### config.mk
export PLATFORM = sky130hd
export DESIGN_NAME = dvi_fb_arbiter
export DESIGN_NICKNAME = d
export VERILOG_FILES = /design/src/rtl/dvi_pkg.sv /design/src/rtl/dvi_fb_clear.sv /design/src/rtl/dvi_fb_arbiter.sv
export SDC_FILE = /design/constraint.sdc
export NUM_CORES = 1
export LEC_CHECK = 0
export ABC_CLOCK_PERIOD_IN_PS = 5700
export BUFFER_PORTS_ARGS = -buffer_cell sky130_fd_sc_hd__buf_2
export CAP_MARGIN = 20
export CORE_ASPECT_RATIO = 0.8
export CORE_MARGIN = 2
export CORE_UTILIZATION = 40
export DETAILED_ROUTE_END_ITERATION = 8
export HOLD_SLACK_MARGIN = 0.02
export PLACE_DENSITY = 0.76
export REMOVE_ABC_BUFFERS = 1
export SETUP_SLACK_MARGIN = 0.1
export SYNTH_ARGS = -nofsm -noshare
export SYNTH_HDL_FRONTEND = slang
export SYNTH_HIERARCHICAL = 1
export SYNTH_SLANG_ARGS = --single-unit
export TNS_END_PERCENT = 10
### constraint.sdc
create_clock -name clk_i -period 5.7 [get_ports clk_i]
set_input_delay 0.57 -clock clk_i [delete_from_list [all_inputs] [get_ports clk_i]]
set_output_delay 0.57 -clock clk_i [all_outputs]
set_load 0.02 [all_outputs]
### src/rtl/dvi_pkg.sv
// Shared framebuffer geometry, widths and clear FSM states for the DVI
// framebuffer arbiter.
package dvi_pkg;

  localparam int SCREEN_H_RES = 640;
  localparam int SCREEN_V_RES = 480;
  localparam int X_POS_W      = 10;
  localparam int Y_POS_W      = 10;

  localparam int DATA_W       = 32;
  localparam int PIX_W        = 8;
  localparam int PIX_PER_WORD = DATA_W / PIX_W;
  localparam int PIX_SEL_W    = $clog2(PIX_PER_WORD);

  localparam int FB_ADDR_W    = 17;
  localparam int FB_WORDS     = SCREEN_H_RES * SCREEN_V_RES / PIX_PER_WORD;
  localparam int STRIDE       = SCREEN_H_RES / PIX_PER_WORD;

  typedef enum logic [1:0] {
    CLR_IDLE,
    CLR_FILL,
    CLR_DONE
  } clr_state_e;

  // Row base address y*STRIDE; STRIDE = 160 = 128 + 32, so two shifts and an add.
  function automatic logic [FB_ADDR_W-1:0] row_base(input logic [Y_POS_W-1:0] y);
    logic [FB_ADDR_W-1:0] yw;
    yw = FB_ADDR_W'(y);
    return (yw << 7) + (yw << 5);
  endfunction

endpackage

### src/rtl/dvi_fb_clear.sv
// Clear engine: walks the whole framebuffer writing one latched fill word
// into each slot the arbiter offers, then pulses done.
module dvi_fb_clear
  import dvi_pkg::*;
(
  input  logic                 clk_i,
  input  logic                 rst_i,
  input  logic                 clear_req_i,
  input  logic [DATA_W-1:0]    clear_value_i,
  input  logic                 slot_avail_i,
  output logic                 idle_o,
  output logic                 busy_o,
  output logic                 done_o,
  output logic                 wr_o,
  output logic [FB_ADDR_W-1:0] wr_addr_o,
  output logic [DATA_W-1:0]    wr_data_o
);

  localparam logic [FB_ADDR_W-1:0] LAST_ADDR = FB_ADDR_W'(FB_WORDS - 1);

  clr_state_e           state_q, state_d;
  logic [FB_ADDR_W-1:0] cnt_q, cnt_d;
  logic [DATA_W-1:0]    val_q, val_d;

  always_ff @(posedge clk_i or posedge rst_i) begin
    if (rst_i) begin
      state_q <= CLR_IDLE;
      cnt_q   <= '0;
      val_q   <= '0;
    end else begin
      state_q <= state_d;
      cnt_q   <= cnt_d;
      val_q   <= val_d;
    end
  end

  always_comb begin
    state_d   = state_q;
    cnt_d     = cnt_q;
    val_d     = val_q;
    wr_o      = 1'b0;
    idle_o    = 1'b0;
    busy_o    = 1'b0;
    done_o    = 1'b0;
    wr_addr_o = cnt_q;
    wr_data_o = val_q;
    case (state_q)
      CLR_IDLE: begin
        idle_o = 1'b1;
        if (clear_req_i) begin
          state_d = CLR_FILL;
          cnt_d   = '0;
          val_d   = clear_value_i;
        end
      end
      CLR_FILL: begin
        busy_o = 1'b1;
        if (slot_avail_i) begin
          wr_o = 1'b1;
          if (cnt_q == LAST_ADDR) begin
            state_d = CLR_DONE;
          end else begin
            cnt_d = cnt_q + 1'b1;
          end
        end
      end
      CLR_DONE: begin
        done_o  = 1'b1;
        state_d = CLR_IDLE;
      end
      default: state_d = CLR_IDLE;
    endcase
  end

endmodule

### src/rtl/dvi_fb_arbiter.sv
// Single-port framebuffer sequencer: scanout owns one slot per word of pixels,
// remaining slots go to the clear engine when busy, otherwise to the host.
module dvi_fb_arbiter
  import dvi_pkg::*;
(
  input  logic                 clk_i,
  input  logic                 rst_i,
  input  logic [X_POS_W-1:0]   pixel_x_i,
  input  logic [Y_POS_W-1:0]   pixel_y_i,
  input  logic                 visible_i,
  input  logic                 hsync_i,
  input  logic                 vsync_i,
  output logic [FB_ADDR_W-1:0] ram_addr_o,
  output logic                 ram_we_o,
  output logic [DATA_W-1:0]    ram_wdata_o,
  input  logic [DATA_W-1:0]    ram_rdata_i,
  input  logic                 host_valid_i,
  output logic                 host_ready_o,
  input  logic                 host_we_i,
  input  logic [FB_ADDR_W-1:0] host_addr_i,
  input  logic [DATA_W-1:0]    host_wdata_i,
  output logic                 host_rvalid_o,
  output logic [DATA_W-1:0]    host_rdata_o,
  input  logic                 clear_req_i,
  input  logic [DATA_W-1:0]    clear_value_i,
  output logic                 clear_busy_o,
  output logic                 clear_done_o,
  output logic [PIX_W-1:0]     pixel_o,
  output logic                 de_o,
  output logic                 hsync_o,
  output logic                 vsync_o
);

  logic                 display_slot;
  logic [FB_ADDR_W-1:0] disp_addr;
  logic                 host_in_range;
  logic                 host_fire;
  logic                 clr_idle, clr_wr;
  logic [FB_ADDR_W-1:0] clr_addr;
  logic [DATA_W-1:0]    clr_data;

  logic [FB_ADDR_W-1:0] addr_q, addr_d;
  logic                 we_d;
  logic [DATA_W-1:0]    wdata_d;

  logic                 rvalid_q, rzero_q;

  logic                 vis_q1, hs_q1, vs_q1, slot_q1;
  logic [PIX_SEL_W-1:0] lane_q1;
  logic [DATA_W-1:0]    word_q, word_src;
  logic                 de_q, hs_q, vs_q;
  logic [PIX_W-1:0]     pix_q;

  assign display_slot  = visible_i && (pixel_x_i[PIX_SEL_W-1:0] == '0);
  assign disp_addr     = row_base(pixel_y_i) + FB_ADDR_W'(pixel_x_i >> PIX_SEL_W);
  assign host_in_range = host_addr_i < FB_ADDR_W'(FB_WORDS);
  assign host_ready_o  = !display_slot && clr_idle;
  assign host_fire     = host_valid_i && host_ready_o;

  dvi_fb_clear u_clear (
    .clk_i         (clk_i),
    .rst_i         (rst_i),
    .clear_req_i   (clear_req_i),
    .clear_value_i (clear_value_i),
    .slot_avail_i  (!display_slot),
    .idle_o        (clr_idle),
    .busy_o        (clear_busy_o),
    .done_o        (clear_done_o),
    .wr_o          (clr_wr),
    .wr_addr_o     (clr_addr),
    .wr_data_o     (clr_data)
  );

  // Out-of-range host accesses never reach the RAM; the address simply holds.
  always_comb begin
    addr_d  = addr_q;
    we_d    = 1'b0;
    wdata_d = '0;
    if (display_slot) begin
      addr_d = disp_addr;
    end else if (clr_wr) begin
      addr_d  = clr_addr;
      we_d    = 1'b1;
      wdata_d = clr_data;
    end else if (host_fire && host_in_range) begin
      addr_d  = host_addr_i;
      we_d    = host_we_i;
      wdata_d = host_wdata_i;
    end
  end

  // RAM address is combinational so read data lines up one cycle later;
  // reset forces it quiet without waiting for a clock.
  assign ram_addr_o  = rst_i ? '0 : addr_d;
  assign ram_we_o    = !rst_i && we_d;
  assign ram_wdata_o = wdata_d;

  always_ff @(posedge clk_i or posedge rst_i) begin
    if (rst_i) begin
      addr_q   <= '0;
      rvalid_q <= 1'b0;
      rzero_q  <= 1'b0;
    end else begin
      addr_q   <= addr_d;
      rvalid_q <= host_fire && !host_we_i;
      rzero_q  <= !host_in_range;
    end
  end

  assign host_rvalid_o = rvalid_q;
  assign host_rdata_o  = (rvalid_q && !rzero_q) ? ram_rdata_i : '0;

  // The first lane of a word is taken straight off the RAM bus; later lanes
  // come from the word register captured in that same cycle.
  assign word_src = slot_q1 ? ram_rdata_i : word_q;

  always_ff @(posedge clk_i or posedge rst_i) begin
    if (rst_i) begin
      vis_q1  <= 1'b0;
      hs_q1   <= 1'b1;
      vs_q1   <= 1'b1;
      slot_q1 <= 1'b0;
      lane_q1 <= '0;
      word_q  <= '0;
      de_q    <= 1'b0;
      hs_q    <= 1'b1;
      vs_q    <= 1'b1;
      pix_q   <= '0;
    end else begin
      vis_q1  <= visible_i;
      hs_q1   <= hsync_i;
      vs_q1   <= vsync_i;
      slot_q1 <= display_slot;
      lane_q1 <= pixel_x_i[PIX_SEL_W-1:0];
      word_q  <= word_src;
      de_q    <= vis_q1;
      hs_q    <= hs_q1;
      vs_q    <= vs_q1;
      pix_q   <= vis_q1 ? word_src[lane_q1*PIX_W +: PIX_W] : '0;
    end
  end

  assign pixel_o = pix_q;
  assign de_o    = de_q;
  assign hsync_o = hs_q;
  assign vsync_o = vs_q;

endmodule

Yosys cells after proc, flatten, opt, wreduce, memory -nomap -nowiden
Index checks and enable logic that the tools add are counted.

Add/sub/neg operators: 3. Multiply operators: 0. Divide/modulo/power cells: 0. Order comparisons: 1. Equality and inequality tests: 7. Shift-type cells: 1. Multiplexer cells: 26. Bitwise logic cells: 0. Reduce and logical (&&, ||, !) cells: 18.

Operator list (number): $mux 32 (5); $mux 17 (7); $pmux 17 s2 (1); $shiftx 32x6->8 (1); $add 17x1->17 const B (1); $add 17x15->17 (1); $add 17x8->17 (1); $eq 17x17->1 const B (1); $lt 17x17->1 const B (1); $mux 1 (8); $mux 8 (1); $logic_and 1x1->1 (7); $mux 2 (3); $ne 2x2->1 const B (3); $logic_not 1->1 (5); $logic_not 2->1 (2); $pmux 2 s2 (1); $reduce_and 4->1 (1); $reduce_and 3->1 (1); $eq 2x1->1 const B (1); $eq 2x2->1 const B (1); $ne 2x1->1 const B (1); $reduce_and 2->1 (1); $reduce_bool 2->1 (1).

Flip-flop bits (word level): 119. Latch bits: 0. RAM bits: 0. ROM bits: 0. Bits of input ports: 141. Output and inout bits: 97. Logic and storage cells: 72. Memories: 0.

Logic depth before layout (Yosys ltp)
Gate-level depths: netlist (run 1).

Depth in word-level cells: 10. Gate-level depth with buffers: 9. Mapped depth without buffers: 9.

Modules after synthesis
The synthesis (run 1) kept the hierarchy.

Modules (own cells, without submodules): dvi_fb_arbiter (instances 1, cells each 437, area each 4468.0 sq um, sequential area each 1706.6 sq um); dvi_fb_clear (instances 1, cells each 261, area each 2326.0 sq um, sequential area each 1276.2 sq um).

Least setup slack after synthesis (run 1)
Ideal clock, no wire load.

Path type: input -> output. From: input port pixel_x_i[9]. To: output port ram_addr_o[11]. Arrival time: 2955 ps. Required time: 5130 ps. Path slack: 2175 ps. Stages on the path: 9. Path buffers: 0. Path through: inv_1 -> fa_1 -> inv_1 -> ha_1 -> a21o_1 -> nand4_1 -> a21oi_1 -> a31o_2 -> a2111oi_1.

Longest elaborated chain between the ends: 3.

RTL lines: start: declaration (line dvi_fb_arbiter.sv:8) `input logic [X_POS_W-1:0] pixel_x_i,`; $add 17x8->17 (line dvi_fb_arbiter.sv:55) `assign disp_addr = row_base(pixel_y_i) + FB_ADDR_W'(pixel_x_i >> PIX_SEL_W);`; $mux 17 (line dvi_fb_arbiter.sv:79) `if (display_slot) begin`; $mux 17 (line dvi_fb_arbiter.sv:94) `assign ram_addr_o = rst_i ? '0 : addr_d;`; end: declaration (line dvi_fb_arbiter.sv:13) `output logic [FB_ADDR_W-1:0] ram_addr_o,`.

No other way between the ends.

Final worst setup path (run 1)
From: register u_clear.state_q[1]. To: output port ram_addr_o[11].

Elaborated cells between the ends (all ways): 11. Those cells by class: eq/ne: 1; mux: 6; reduce/logical: 4.

RTL lines: start: declaration (line dvi_fb_clear.sv:21) `clr_state_e state_q, state_d;`; start signal: assignment (line dvi_fb_clear.sv:31) `state_q <= state_d;`; $eq 2x1->1 (line dvi_fb_clear.sv:47) `case (state_q)`; $mux 1 (line dvi_fb_clear.sv:47); named net clr_wr (line dvi_fb_arbiter.sv:38) `logic clr_idle, clr_wr;`; $mux 17 (line dvi_fb_arbiter.sv:81) `end else if (clr_wr) begin`; $mux 17 (line dvi_fb_arbiter.sv:79); $mux 17 (line dvi_fb_arbiter.sv:94).

The timed path passes the listed nets, and every way through them passes these cells.

==> flow_summary.json, run 1 <==
{
  "outcome": "complete, no violations",
  "period_needed_ns": 3.718,
  "leakagePower_uw": 0.004350,
  "cts_repair_resize_count": 0,
  "min_path_cells": 1,
  "timing.max_cap.violations": 0,
  "maxSlewViolCount": 0,
  "avg_wl_per_cell_um": 15.60,
  "post_drt_via_cell_ratio": 5.277,
  "worst_setup_hold_path_clk_slew_ns": 0.06,
  "rrSetupSlack_ns": 3.20,
  "global_route_wire_length_before_repair_um": 28400,
  "insertedDiodeCount": 0,
  "slowest_stage": "buf_4",
  "cts_post_setup_buffers_inserted": 0,
  "async_flop_share": 1.000,
  "critical_path_class": "reg -> out",
  "cts_tree": "built",
  "seq_area_frac_synth": 0.4390,
  "placement.io_buffers": 237,
  "worstHoldEndpoint": "hs_q1",
  "cp-end-kind": "output pin",
  "first_global_vias": 5591,
  "num_vias": 6079,
  "ys_ff_latch": 119,
  "ys_types": 65,
  "dieArea_um2": 18050,
  "max_freq_ghz": 0.2690,
  "num-fill-cells": 1556,
  "firstDrtPassIters": 5,
  "drt_first_iter_violations": 362,
  "ff2ff_path_depth": 7,
  "holdCritPathClass": "in -> reg",
  "critical_path.cell_chain": "nand2b_1 > inv_1 > and2_2 > buf_4 > nor2_1 > buf_4 > a2111oi_1 > buf_2",
  "clock_insertion_delay_worst_skew_ns": 0.41,
  "timing.max_slew.rel_slack": 0.2899,
  "grt_antenna_before_repair": 0,
  "cts_htree_levels": 4,
  "unrepaired_setup_endpoints_after_global_routing": "no",
  "hold_violations": 0,
  "gp_congestion": 0.8557,
  "grt_max_degree": 69,
  "top_level_ports": 238,
  "worst_setup_path_start_kind": "flop",
  "period_share": 0.6523,
  "nets": 1083,
  "holdCritStartpoint": "hsync_i",
  "cts.path.max_buffers": 2,
  "critPathArrivalTime_ns": 3.15,
  "chipHeight_um": 120.6,
  "fp.dieW_um": 149.7,
  "cp_common_cell": "buf_4",
  "synth-warning-count": 6,
  "fin_skew_ns": 0.01209,
  "track_usage": 0.2000,
  "synth_flop_cell": "dfrtp_1",
  "worst_r2r_startpoint": "u_clear/state_q[1]",
  "irDropWorstVdd_v": 0.0001410,
  "pwr_density_cell_nw_per_um2": 327.6,
  "placementRows": 42,
  "starting_density": 0.4091,
  "synth.avg_cell_area_um2": 9.734,
  "routed_wire_length_um": 17970,
  "final-setup-viol-count": 0,
  "worst-slew-pin-transition_ns": 1.063,
  "hold_fix_buffers_at_cts": 0,
  "syn_area_um2": 6794,
  "core_region_area_um2": 16610,
  "number_of_cells_produced_by_synthesis": 698,
  "critical_path.max_stage_delay_ns": 0.50,
  "clock_tree.root_cell": "clkbuf_16",
  "clock_sink_count": 119,
  "rr_endpoint": "addr_q[12]",
  "cts_buffers": 17,
  "fin_tns_setup_ns": 0,
  "dpl_hpwl_um": 13130,
  "area.growth.synth_to_final_pct": 28.01,
  "crit_fanout": 60,
  "post_route_cells_drive_above_1_share": 0.3627,
  "detail_route.drc_violations": 0,
  "finalCoreUtilization": 0.5237,
  "critical_path_required_ns": 5.13,
  "post_synth_edffs": 0,
  "global_route.overflow_total": 0,
  "drt.antenna.violating_nets": 0
}
[registers in the layout (all words and copies together), names as in the netlist]
| signal | count |
|---|---|
| rzero_q | 1 |
| u_clear/wr_addr_o | 17 |
| vsync_o | 1 |
| lane_q1 | 2 |
| pixel_o | 8 |
| slot_q1 | 1 |
| word_q | 32 |
| vs_q1 | 1 |
| host_rvalid_o | 1 |
| u_clear/state_q | 2 |
| vis_q1 | 1 |
| u_clear/wr_data_o | 32 |
| de_o | 1 |
| hs_q1 | 1 |
| hsync_o | 1 |
| addr_q | 17 |
[placed cells by master, fill, tap and decap left out, types with 4 or more instances in the layout]
cell and n:
a211oi_1 14, a31oi_1 5, nand2_1 119, nand3_1 13, a21oi_1 28, a21o_1 4
nand3b_1 9, or4_1 9, mux2i_1 17, clkinv_4 6, clkbuf_16 17, o21ai_0 20
nand4_1 8, o31ai_1 5, and2_1 42, a22oi_1 32, ha_1 20, mux4_2 8
buf_4 8, nor2_1 55, nor4_1 5, nor3_1 6, or3_1 6, mux2_4 12
nand2b_1 8, dfstp_2 4, dfrtp_1 115, mux2_2 21, buf_2 237, inv_1 16
[routing by layer]
metal / up-vias / wire length, µm / GRT usage
li1: 2919 / - / -
met1: 2903 / 8149 / 0.2811
met2: 242 / 8403 / 0.3139
met3: 15 / 1243 / 0.04830
met4: 0 / 176 / 0.04717
met5: - / 0 / 0
[area by class of cell]
| cell class | count | area, µm² | share of cell area |
|---|---|---|---|
| Timing Repair Buffer | 247 | 1294 | 0.1488 |
| Multi-Input combinational cell | 517 | 3513 | 0.4040 |
| Sequential cell | 119 | 2983 | 0.3430 |
| Clock buffer | 19 | 442.9 | 0.05093 |
| Inverter | 18 | 67.56 | 0.007769 |
| Tap cell | 220 | 275.3 | 0.03165 |
| Clock inverter | 12 | 121.4 | 0.01395 |
[metrics by stage]
step	cell area (µm²)	hold WS (ns)	setup slack [ns]	total power, µW	std cells
floorplan	6556	0.3452	1.153	1600	654
detailed placement	8085	0.3476	2.070	1848	1119
global route	8697	0.2359	1.754	3020	1152
finish	8697	0.2623	1.982	2850	1152
CTS	8650	0.2404	1.984	2877	1150
global placement	8085	0.3464	2.094	1825	1119
[kinds of logic after synthesis]
group | after synthesis | share of synthesized area
XOR/XNOR | 3 | 0.003868
AND/OR/NAND/NOR | 303 | 0.2219
buffers and inverters | 62 | 0.04493
flip-flops | 119 | 0.4390
multiplexers | 59 | 0.1145
AO/OA/AOI/OAI | 130 | 0.1330
adder cells (fa/ha/maj) | 22 | 0.04273
[report_power, final]
group	leakage [µW]	switching, µW	internal [µW]
Sequential	0.00148	91.5	1010
Combinational	0.00260	416	321
Clock	0.000274	396	615
Total	0.00435	904	1950
[cells in the mapped netlist (16+ instances only)]
cell | instances | area, µm²
buf_2 | 16 | 80.08
a22oi_1 | 32 | 240.2
dfrtp_1 | 115 | 2878
clkbuf_1 | 19 | 71.32
o21ai_0 | 20 | 100.1
ha_1 | 20 | 250.2
mux2_2 | 21 | 236.5
nor2_1 | 55 | 206.5
and2_1 | 43 | 269.0
nand2_1 | 119 | 446.7
mux2i_1 | 17 | 170.2
a21oi_1 | 28 | 140.1
inv_1 | 18 | 67.56
[how the worst max path moves through the flow]
stage | slack [ns] | startpoint | endpoint | depth (start not counted)
2_1_floorplan | 1.15 | visible_i | ram_addr_o[11] | 4
3_3_place_gp | 2.09 | visible_i | ram_wdata_o[13] | 8
3_5_place_dp | 2.07 | visible_i | ram_wdata_o[13] | 8
4_1_cts | 1.98 | u_clear/state_q[1] | ram_wdata_o[13] | 6
5_1_grt | 1.75 | u_clear/state_q[1] | ram_addr_o[11] | 8
6_report | 1.98 | u_clear/state_q[1] | ram_addr_o[11] | 8
[critical path, delay by kind of cell, from the launching register on]
family | cells | cell delay, ns
flip-flops | 1 | 0.48
buffers and inverters | 4 | 1.20
AND/OR/NAND/NOR | 3 | 0.60
AO/OA/AOI/OAI | 1 | 0.41
No activity file was read; power rests on OpenSTA's default activity.
==> run 2: changes to the inputs <==
ABC_CLOCK_PERIOD_IN_PS = 3100   (was 5700)
PLACE_DENSITY = 0.79   (was 0.76)
clock period = 3.1 ns   (was 5.7 ns; I/O delays follow)
==> flow_summary.json, run 2 (synthesis gave the netlist of run 1 again) <==
{
  "placement.io_buffers": 237,
  "num-fill-cells": 1501,
  "gp_congestion": 0.9108,
  "core_region_area_um2": 16610,
  "num_vias": 6167,
  "routed_wire_length_um": 18730,
  "p_int_uw": 3757,
  "pwr_density_cell_nw_per_um2": 606.7,
  "placementRows": 42,
  "dpl_hpwl_um": 13810,
  "worst-slew-pin-transition_ns": 0.8611,
  "critical_path_required_ns": 2.79,
  "area.growth.synth_to_final_pct": 31.12,
  "insertedDiodeCount": 0,
  "multi_input_logic_area_um2": 3543,
  "cts_tree": "built",
  "chipHeight_um": 120.6,
  "critPathArrivalTime_ns": 2.67,
  "drt.antenna.violating_nets": 0,
  "timing.max_cap.violations": 0,
  "cts_htree_levels": 4,
  "rrSetupSlack_ns": 0.98,
  "maxSlewViolCount": 0,
  "critical_path_class": "in -> out",
  "power.switching_uw": 1648,
  "layout_common_cells": "236 x buf_2, 119 x nand2_1, 115 x dfrtp_1, 55 x nor2_1, 42 x and2_1",
  "timing.max_slew.rel_slack": 0.4259,
  "starting_density": 0.4091,
  "worst_setup_hold_path_clk_slew_ns": 0.06,
  "grt_antenna_before_repair": 1,
  "placement.setup.worst_slack_ns": 0.1138,
  "max_freq_ghz": 0.3361,
  "cts.path.max_buffers": 2,
  "clock_tree.root_cell": "clkbuf_16",
  "switching_fraction": 0.3049,
  "pwr-share-clk": 0.366,
  "power_frac_seq": 0.375,
  "detail_route.drc_violations": 0,
  "place.detailed.instances": 1127,
  "track_usage": 0.2053,
  "top_level_ports": 238,
  "layout.cells.non_filler": 1172,
  "global_route_wire_length_before_repair_um": 28920,
  "first_global_vias": 5762,
  "clock_sink_count": 119,
  "cell_class_contributing_the_biggest_share_of_worst_path_delay": "adder cells",
  "final-setup-viol-count": 0,
  "avg_wl_per_cell_um": 15.98,
  "crit_fanout": 4,
  "cp_common_cell": "inv_1",
  "worst_r2r_startpoint": "u_clear/wr_addr_o[1]",
  "hold_violations": 0,
  "cp-end-kind": "output pin",
  "critical_path_origin": "pixel_y_i[2]",
  "period_share": 0.9599,
  "firstDrtPassIters": 7,
  "drt_first_iter_violations": 328,
  "holdCritPathClass": "in -> async",
  "dpl_cell_area_um2": 8145,
  "leakagePower_uw": 0.004451,
  "critical_path.max_stage_delay_ns": 0.55,
  "critical_path.cell_chain": "buf_2 > inv_1 > fa_1 > inv_1 > ha_1 > a21o_1 > nand4_1 > a21oi_2 > or4_4 > a31oi_4 > buf_4",
  "fin_skew_ns": 0.008028,
  "combinationalPowerShare": 0.258,
  "irDropWorstVdd_v": 0.0002786,
  "period_needed_ns": 2.976,
  "unrepaired_setup_endpoints_after_global_routing": "yes",
  "outcome": "complete, no violations",
  "layout.area.seq_um2": 2983,
  "crit_buf_inv": 4,
  "worst_setup_path_start_kind": "primary input",
  "slowest_stage": "fa_1",
  "fin_tns_setup_ns": 0,
  "grt_max_degree": 69,
  "cts_buffers": 17,
  "nets": 1102,
  "setup_ws_ns": 0.1245,
  "post-route-cell-area_um2": 8909,
  "post_drt_via_cell_ratio": 5.262,
  "post_route_cells_drive_above_1_share": 0.3708,
  "dieArea_um2": 18050,
  "mostFrequentLayoutCell": "buf_2",
  "global_route.overflow_total": 0,
  "fp.dieW_um": 149.7,
  "clock_insertion_delay_worst_skew_ns": 0.41
}
-- run 2: worst register-to-register path, cell delays in order (launching register included) --
cell	delay (ns)
dfrtp_1	0.41
ha_1	0.22
nand3_1	0.21
nor3_2	0.48
a21oi_1	0.30
mux2_1	0.39
-- run 2: power groups by stage --
stage	registers [µW]	logic [µW]	clock network (µW)
after floorplan	2020	918	0
after global placement	2040	1340	0
after detailed placement	2050	1370	0
after CTS	2030	1380	2030
after global routing	2070	1550	2110
final	2030	1400	1980
-- run 2: final timing paths --
check                                       endpoint  cells after the start
worst max-delay path                  ram_addr_o[15]                     11
worst min-delay path            u_clear/wr_addr_o[1]                      2
worst max register to register  u_clear/wr_addr_o[0]                      5
worst min register to register               vsync_o                      0
max in group asynchronous                 pixel_o[0]                      3
min in group clk_i                     host_rvalid_o                      2
-- run 2: what timing repair did --
action / in CTS / in global routing
cloned: 0 / 1
gates resized for setup: 1 / 5
endpoints found under the setup margin: 2 / 14
setup buffers: 0 / 6
endpoints found under the hold margin: 5 / 0
pin swaps: 0 / 3
hold buffers: 5 / 0
-- run 2: final cells by class --
type                    instances  share of cell area
repair buffers                265              0.1617
flip-flops and latches        119              0.3348
clock inverters                11             0.01671
clock buffers                  21             0.05056
multi-input cells             518              0.3978
inverters                      18            0.007584
well taps                     220             0.03090
-- run 2: per-layer routing --
metal / GRT usage / up-vias / part of all wire
li1: - / 2963 / -
met4: 0.05483 / 2 / 0.0098
met5: 0 / - / 0.00059
met1: 0.2665 / 2953 / 0.44
met3: 0.05434 / 18 / 0.064
met2: 0.3415 / 231 / 0.49
-- run 2: through the flow --
stage / hold slack [ns] / util / power, µW
after floorplan: 0.3145 / - / 2942
after global placement: 0.3464 / 0.4905 / 3380
after detailed placement: 0.3491 / 0.4905 / 3423
after CTS: 0.06465 / 0.5298 / 5439
final: 0.06181 / 0.5365 / 5405
after global routing: 0.06357 / 0.5365 / 5725
